### config.mk
export PLATFORM = sky130hd
export DESIGN_NAME = text_fetch_ctrl
export DESIGN_NICKNAME = d
export VERILOG_FILES = /design/src/rtl/text_fetch_ctrl_pkg.sv /design/src/rtl/text_fetch_ctrl_delay_line.sv /design/src/rtl/text_fetch_ctrl.sv
export SDC_FILE = /design/constraint.sdc
export NUM_CORES = 1
export LEC_CHECK = 0
export CAP_MARGIN = 20
export CORE_MARGIN = 1
export CORE_UTILIZATION = 25
export CTS_CLUSTER_DIAMETER = 100
export DETAILED_ROUTE_END_ITERATION = 8
export PLACE_DENSITY_LB_ADDON = 0.15
export SYNTH_ARGS = -nofsm -noshare
export SYNTH_HDL_FRONTEND = slang
export SYNTH_SLANG_ARGS = --single-unit
### constraint.sdc
create_clock -name pix_clk -period 3 [get_ports pix_clk]
set_clock_uncertainty 0.05 [all_clocks]
set_input_delay 0.6 -clock pix_clk [delete_from_list [all_inputs] [get_ports pix_clk]]
set_output_delay 0.6 -clock pix_clk [all_outputs]
set_load 0.01 [all_outputs]
### src/rtl/text_fetch_ctrl_pkg.sv
// text_fetch_ctrl_pkg: raster timing constants, alignment bundle and glyph helper
// shared by the text fetch sequencer.
package text_fetch_ctrl_pkg;

    localparam logic [11:0] H_ACTIVE_MIN = 12'd0;
    localparam logic [11:0] H_ACTIVE_MAX = 12'd639;
    localparam logic [11:0] H_SYNC_MIN   = 12'd656;
    localparam logic [11:0] H_SYNC_MAX   = 12'd751;
    localparam logic [11:0] V_ACTIVE_MIN = 12'd0;
    localparam logic [11:0] V_ACTIVE_MAX = 12'd479;
    localparam logic [11:0] V_SYNC_MIN   = 12'd490;
    localparam logic [11:0] V_SYNC_MAX   = 12'd491;

    localparam int DEF_CHAR_W       = 8;
    localparam int DEF_CHAR_H       = 16;
    localparam int DEF_COLS         = 80;
    localparam int DEF_ROWS         = 30;
    localparam int DEF_TXT_AW       = 12;
    localparam int DEF_BLINK_FRAMES = 30;
    localparam int LAT              = 5;

    // Raster position and sync bits carried alongside the fetch pipeline.
    typedef struct packed {
        logic        hs;
        logic        vs;
        logic        va;
        logic [11:0] h;
        logic [11:0] v;
    } align_t;

    // ROM rows are stored MSB-leftmost, so pixel x selects bit 7-x.
    function automatic logic glyph_bit(input logic [7:0] row, input logic [2:0] x);
        return row[~x];
    endfunction

endpackage

### src/rtl/text_fetch_ctrl_delay_line.sv
// delay_line: DEPTH-stage register chain of WIDTH bits, cleared by async active-low reset.
module delay_line #(
    parameter int WIDTH = 1,
    parameter int DEPTH = 1
) (
    input  logic             clk,
    input  logic             rst_n,
    input  logic [WIDTH-1:0] d,
    output logic [WIDTH-1:0] q
);

    logic [WIDTH-1:0] sr [DEPTH];

    always_ff @(posedge clk or negedge rst_n) begin
        if (!rst_n) begin
            for (int i = 0; i < DEPTH; i++) sr[i] <= '0;
        end else begin
            sr[0] <= d;
            for (int i = 1; i < DEPTH; i++) sr[i] <= sr[i-1];
        end
    end

    assign q = sr[DEPTH-1];

endmodule

### src/rtl/text_fetch_ctrl.sv
// text_fetch_ctrl: raster position -> text RAM -> glyph ROM -> pixel, with aligned
// syncs, underline cursor, blink timing and a vblank-synchronised cursor update.
module text_fetch_ctrl
    import text_fetch_ctrl_pkg::*;
#(
    parameter int CHAR_W       = DEF_CHAR_W,
    parameter int CHAR_H       = DEF_CHAR_H,
    parameter int COLS         = DEF_COLS,
    parameter int ROWS         = DEF_ROWS,
    parameter int TXT_AW       = DEF_TXT_AW,
    parameter int BLINK_FRAMES = DEF_BLINK_FRAMES
) (
    input  logic                          pix_clk,
    input  logic                          rst,
    input  logic [11:0]                   H_count,
    input  logic [11:0]                   V_count,
    input  logic                          hsync,
    input  logic                          vsync,
    input  logic                          vid_active,
    output logic [TXT_AW-1:0]             txt_addr,
    input  logic [7:0]                    txt_data,
    output logic [7+$clog2(CHAR_H):0]     rom_addr,
    input  logic [7:0]                    rom_data,
    output logic                          pix,
    output logic                          hsync_o,
    output logic                          vsync_o,
    output logic                          vid_active_o,
    input  logic                          cur_valid,
    input  logic [6:0]                    cur_col,
    input  logic [4:0]                    cur_row,
    output logic                          cur_ready
);

    localparam int CW = $clog2(CHAR_W);
    localparam int GW = $clog2(CHAR_H);
    localparam int FW = BLINK_FRAMES > 1 ? $clog2(BLINK_FRAMES) : 1;

    localparam logic [1:0] IDLE  = 2'd0;
    localparam logic [1:0] PEND  = 2'd1;
    localparam logic [1:0] APPLY = 2'd2;

    align_t            a0, a2, a4;
    logic [TXT_AW-1:0] row_base, base_eff;
    logic [FW-1:0]     frame_cnt;
    logic              blink;
    logic [6:0]        cur_c, pend_c;
    logic [4:0]        cur_r, pend_r;
    logic [1:0]        state, state_nx;
    logic              row_clr, row_end, frame_end, hit;

    assign a0 = {hsync, vsync, vid_active, H_count, V_count};

    // First tap feeds the glyph-row half of rom_addr; second tap lines up with rom_data.
    delay_line #(.WIDTH($bits(align_t)), .DEPTH(2)) u_fetch_dly (
        .clk(pix_clk), .rst_n(rst), .d(a0), .q(a2)
    );
    delay_line #(.WIDTH($bits(align_t)), .DEPTH(LAT - 3)) u_pix_dly (
        .clk(pix_clk), .rst_n(rst), .d(a2), .q(a4)
    );

    assign row_clr   = V_count == V_ACTIVE_MIN && H_count == 12'd0;
    assign row_end   = H_count == H_SYNC_MAX && V_count[GW-1:0] == GW'(CHAR_H - 1)
                       && V_count <= V_ACTIVE_MAX;
    assign frame_end = H_count == H_SYNC_MAX && V_count == V_SYNC_MAX;
    // The clear is forwarded so the very first cell of a frame already reads from 0.
    assign base_eff  = row_clr ? '0 : row_base;

    assign hit = (a4.h >> CW) == 12'(cur_c) && (a4.v >> GW) == 12'(cur_r)
                 && a4.v[GW-1:0] >= GW'(CHAR_H - 2) && blink
                 && int'(cur_c) < COLS && int'(cur_r) < ROWS;

    assign cur_ready = state == IDLE;

    always_comb
        state_nx = state == IDLE ? (cur_valid ? PEND : IDLE)
                 : state == PEND ? (V_count > V_ACTIVE_MAX ? APPLY : PEND)
                 : IDLE;

    always_ff @(posedge pix_clk or negedge rst) begin
        if (!rst) begin
            txt_addr     <= '0;
            rom_addr     <= '0;
            pix          <= 1'b0;
            hsync_o      <= 1'b0;
            vsync_o      <= 1'b0;
            vid_active_o <= 1'b0;
            row_base     <= '0;
        end else begin
            txt_addr     <= base_eff + TXT_AW'(H_count >> CW);
            rom_addr     <= {txt_data, a2.v[GW-1:0]};
            pix          <= (glyph_bit(rom_data, a4.h[2:0]) ^ hit) & a4.va;
            hsync_o      <= a4.hs;
            vsync_o      <= a4.vs;
            vid_active_o <= a4.va;
            row_base     <= row_end ? base_eff + TXT_AW'(COLS) : base_eff;
        end
    end

    always_ff @(posedge pix_clk or negedge rst) begin
        if (!rst) begin
            state     <= IDLE;
            pend_c    <= '0;
            pend_r    <= '0;
            cur_c     <= '0;
            cur_r     <= '0;
            blink     <= 1'b1;
            frame_cnt <= '0;
        end else begin
            state <= state_nx;
            if (state == IDLE && cur_valid) begin
                pend_c <= cur_col;
                pend_r <= cur_row;
            end
            if (state == APPLY) begin
                cur_c     <= pend_c;
                cur_r     <= pend_r;
                blink     <= 1'b1;
                frame_cnt <= '0;
            end else if (frame_end) begin
                frame_cnt <= frame_cnt == FW'(BLINK_FRAMES - 1) ? '0 : frame_cnt + FW'(1);
                blink     <= blink ^ (frame_cnt == FW'(BLINK_FRAMES - 1));
            end
        end
    end

endmodule

==> metrics.txt <==
status complete, no violations; post-route ant nets 0; final net count 610; gr ovfl total 0; Die Span X 157 µm; Logic pwr share 9.6%; Worst Reg-to-Reg Cells 8; RSZ-0062 raised after global routing false; overall power 0.00549 W; fin util 35.4%; Synth-to-Final Area Change 39.1%; Num Clock Sinks 175; Tot GR Track Use 10.9%; worst endpoint required time 3250 ps; Worst VDD drop 313 µV; Internal 0.00418 W; Initial Util 25.5%; Worst slew margin 63.8%; startpoint class of the critical path input port; H-Tree Depth 4; Yosys reg bits 175; WL per Instance 14.1 µm; Distinct cells, synth 48; Leak 3.63 nW; Register Area 4380 µm²; leading post-synthesis cells by cell area dfrtp_1, mux2_2, ha_1, xnor2_1, xor2_1; r2r startpoint row_base[0]; count leader, synth dfrtp_1; Final Critical Period 2900 ps; Clock Path Buffers 2; Crit. End Element flip-flop; clock network fraction of design power 40.9%; initial antenna violation count 0; flop-to-flop setup slack 1030 ps; Post-synth EDFFs 0; Primary FF master, synth dfrtp_1; crit path max fanout 5; Syn Std Cell Area 5980 µm²; vias in the first global route 3828; RePlAce Congestion 0.845; # port buffers 86; asr flop ratio synth 100%; top cell type's share of synthesized area 72.8%; Final period util 96.8%; critical path class input port to flip-flop; synth cell count leaders dfrtp_1, mux2_2, nor2_1; Ys Warns 0; CTS Hold Bufs 0; fillers 2285; count of final hold-check violations 0; hold crit path type input port to asynchronous set/reset pin; worst path arrival time 3160 ps; layout cell share with drive strength beyond 1 27.2%; clk slew on worst S/H paths 70 ps; Max Cap Viol 0; DRT Pass-1 Iters 4; post-synth top area cell dfrtp_1; io pins 87; row count 56; mean post-synth cell area 15.5 µm²; Psw 0.00131 W; post-DP HPWL 8.70 mm; vias per inst 4.01; DIE AREA 24500 µm²; largest net degree at the start of global routing 65; CTS buffer count 17; multi-input combinational cell area 1640 µm²; CTS tree built; Seq pwr share 49.5%; # setup viols final 0; Slew Limit Fails 0; Initial DRC Count 103; via count 3492; syn_nets 457; Post-Syn Instances 386; root buf cell clkbuf_16; core area 23500 µm²; first-pass GRT wire length 20.0 mm; PD cells 661 nW/µm²; post-synthesis sequential area ratio 73.3%; ANT cells 0; worst-margin pin slew 542 ps; sw frac 23.9%; worst r2r dst txt_addr[8]; clk_lat worst skew 420 ps; Post-Route WL 12.3 mm; DRC viols 0; DIE HEIGHT 157 µm; max frequency 344 MHz
==> logic make-up (layout without fill, tap and decap cells) <==
family | Yosys count | in the layout | share of synthesized area [%]
xor gates and xnor gates | 23 | 23 | 3.37
AOI/OAI and AO/OA | 39 | 39 | 4.16
and+or+nand+nor | 92 | 92 | 8.98
adders and majority gates | 13 | 13 | 2.85
buffers and inverters | 13 | 179 | 1.19
muxes | 31 | 31 | 6.19
DFF | 175 | 175 | 73.3
==> critical path, stage by stage <==
cell and delay, ps:
clkbuf_2 90, or4_4 570, nor3_4 190, nand4_1 120, buf_6 150, and2_4 140
ha_4 160, fa_2 350, a211oi_2 230, nor2_2 80, o211ai_1 200, a21oi_1 110
xor2_1 150
==> power by group through the flow <==
stage                     clock [W]  combinational (W)  sequential, W
after floorplan                   0           0.000277        0.00272
after global placement            0           0.000533        0.00277
after detailed placement          0           0.000542        0.00277
after CTS                   0.00233           0.000544        0.00273
after global routing        0.00243           0.000585        0.00275
final                       0.00225           0.000528        0.00272
==> state kept, by name, summed over array words and instances (netlist names), 7 cells and up <==
signal	flops
row_base	12
cur_c	7
txt_addr	12
pend_c	7
u_pix_dly.q	26
u_fetch_dly.sr	27
u_fetch_dly.q	27
rom_addr	8
u_pix_dly.sr	27
==> per-stage QoR <==
stage	cells	hold WS [ps]	setup slack, ps	area [µm²]	TNS [ps]
floorplan	386	254	-212	6040	-600
global placement	835	282	-747	7650	-7730
detailed placement	835	285	-792	7650	-8120
CTS	869	90.0	0.602	8290	0
global route	871	118	3.91	8320	0
finish	871	89.4	96.3	8320	0
==> final cells by class <==
type                       count  area share [%]
clock buffer                  18            5.28
clock inverter                14            2.06
inverter                       4           0.181
multi-input combinational    198            19.8
sequential                   175            52.7
tap                          319            4.80
timing repair buffer         143            15.2
==> worst max-delay path by stage <==
| stage | from | end | cells after the start |
|---|---|---|---|
| detailed placement | V_count[1] | txt_addr[11] | 12 |
| CTS | V_count[8] | txt_addr[8] | 12 |
| global placement | V_count[1] | txt_addr[10] | 12 |
| global route | H_count[4] | txt_addr[8] | 13 |
| finish | H_count[4] | txt_addr[8] | 13 |
| floorplan | H_count[4] | txt_addr[8] | 12 |
==> cells in the final DEF (no fill, tap or decap), types with 4 or more instances in the layout <==
master           Yosys  routed
ha_1                12      10
a21o_1               4       4
inv_1                4       4
mux2i_1              4       4
and4_1               4       4
inv_6                0       5
xor2_1              10      10
clkbuf_16            0      17
nand2_1              9       9
buf_4                4      53
and2_1              10       8
nand3_1              9       9
xnor2_1             13      13
or3_1                6       4
nand4_1              6       6
mux2_2              24      24
nor2_1              17      16
dlygate4sd2_1        0       9
dfrtp_1            174     174
o21ai_0              8       8
nor3_1               6       4
a21oi_1             12      12
nor2b_1              4       4
clkdlybuf4s50_1      0      67
buf_6                1       4
buf_2                0       5
==> metal layers <==
| layer | wire, µm | GRT usage [%] |
|---|---|---|
| met1 | 5550 | 13.4 |
| met2 | 6000 | 18.0 |
| met3 | 609 | 3.57 |
| met4 | 114 | 3.59 |
| met5 | 0 | 0 |
==> timing repair <==
action,in CTS,in global routing
gates resized for setup,47,7
cloned,0,1
endpoints found under the setup margin,10,5
buffers inserted,2,1
pin swaps,18,10
Note: power is estimated with default switching activity, not from simulation.
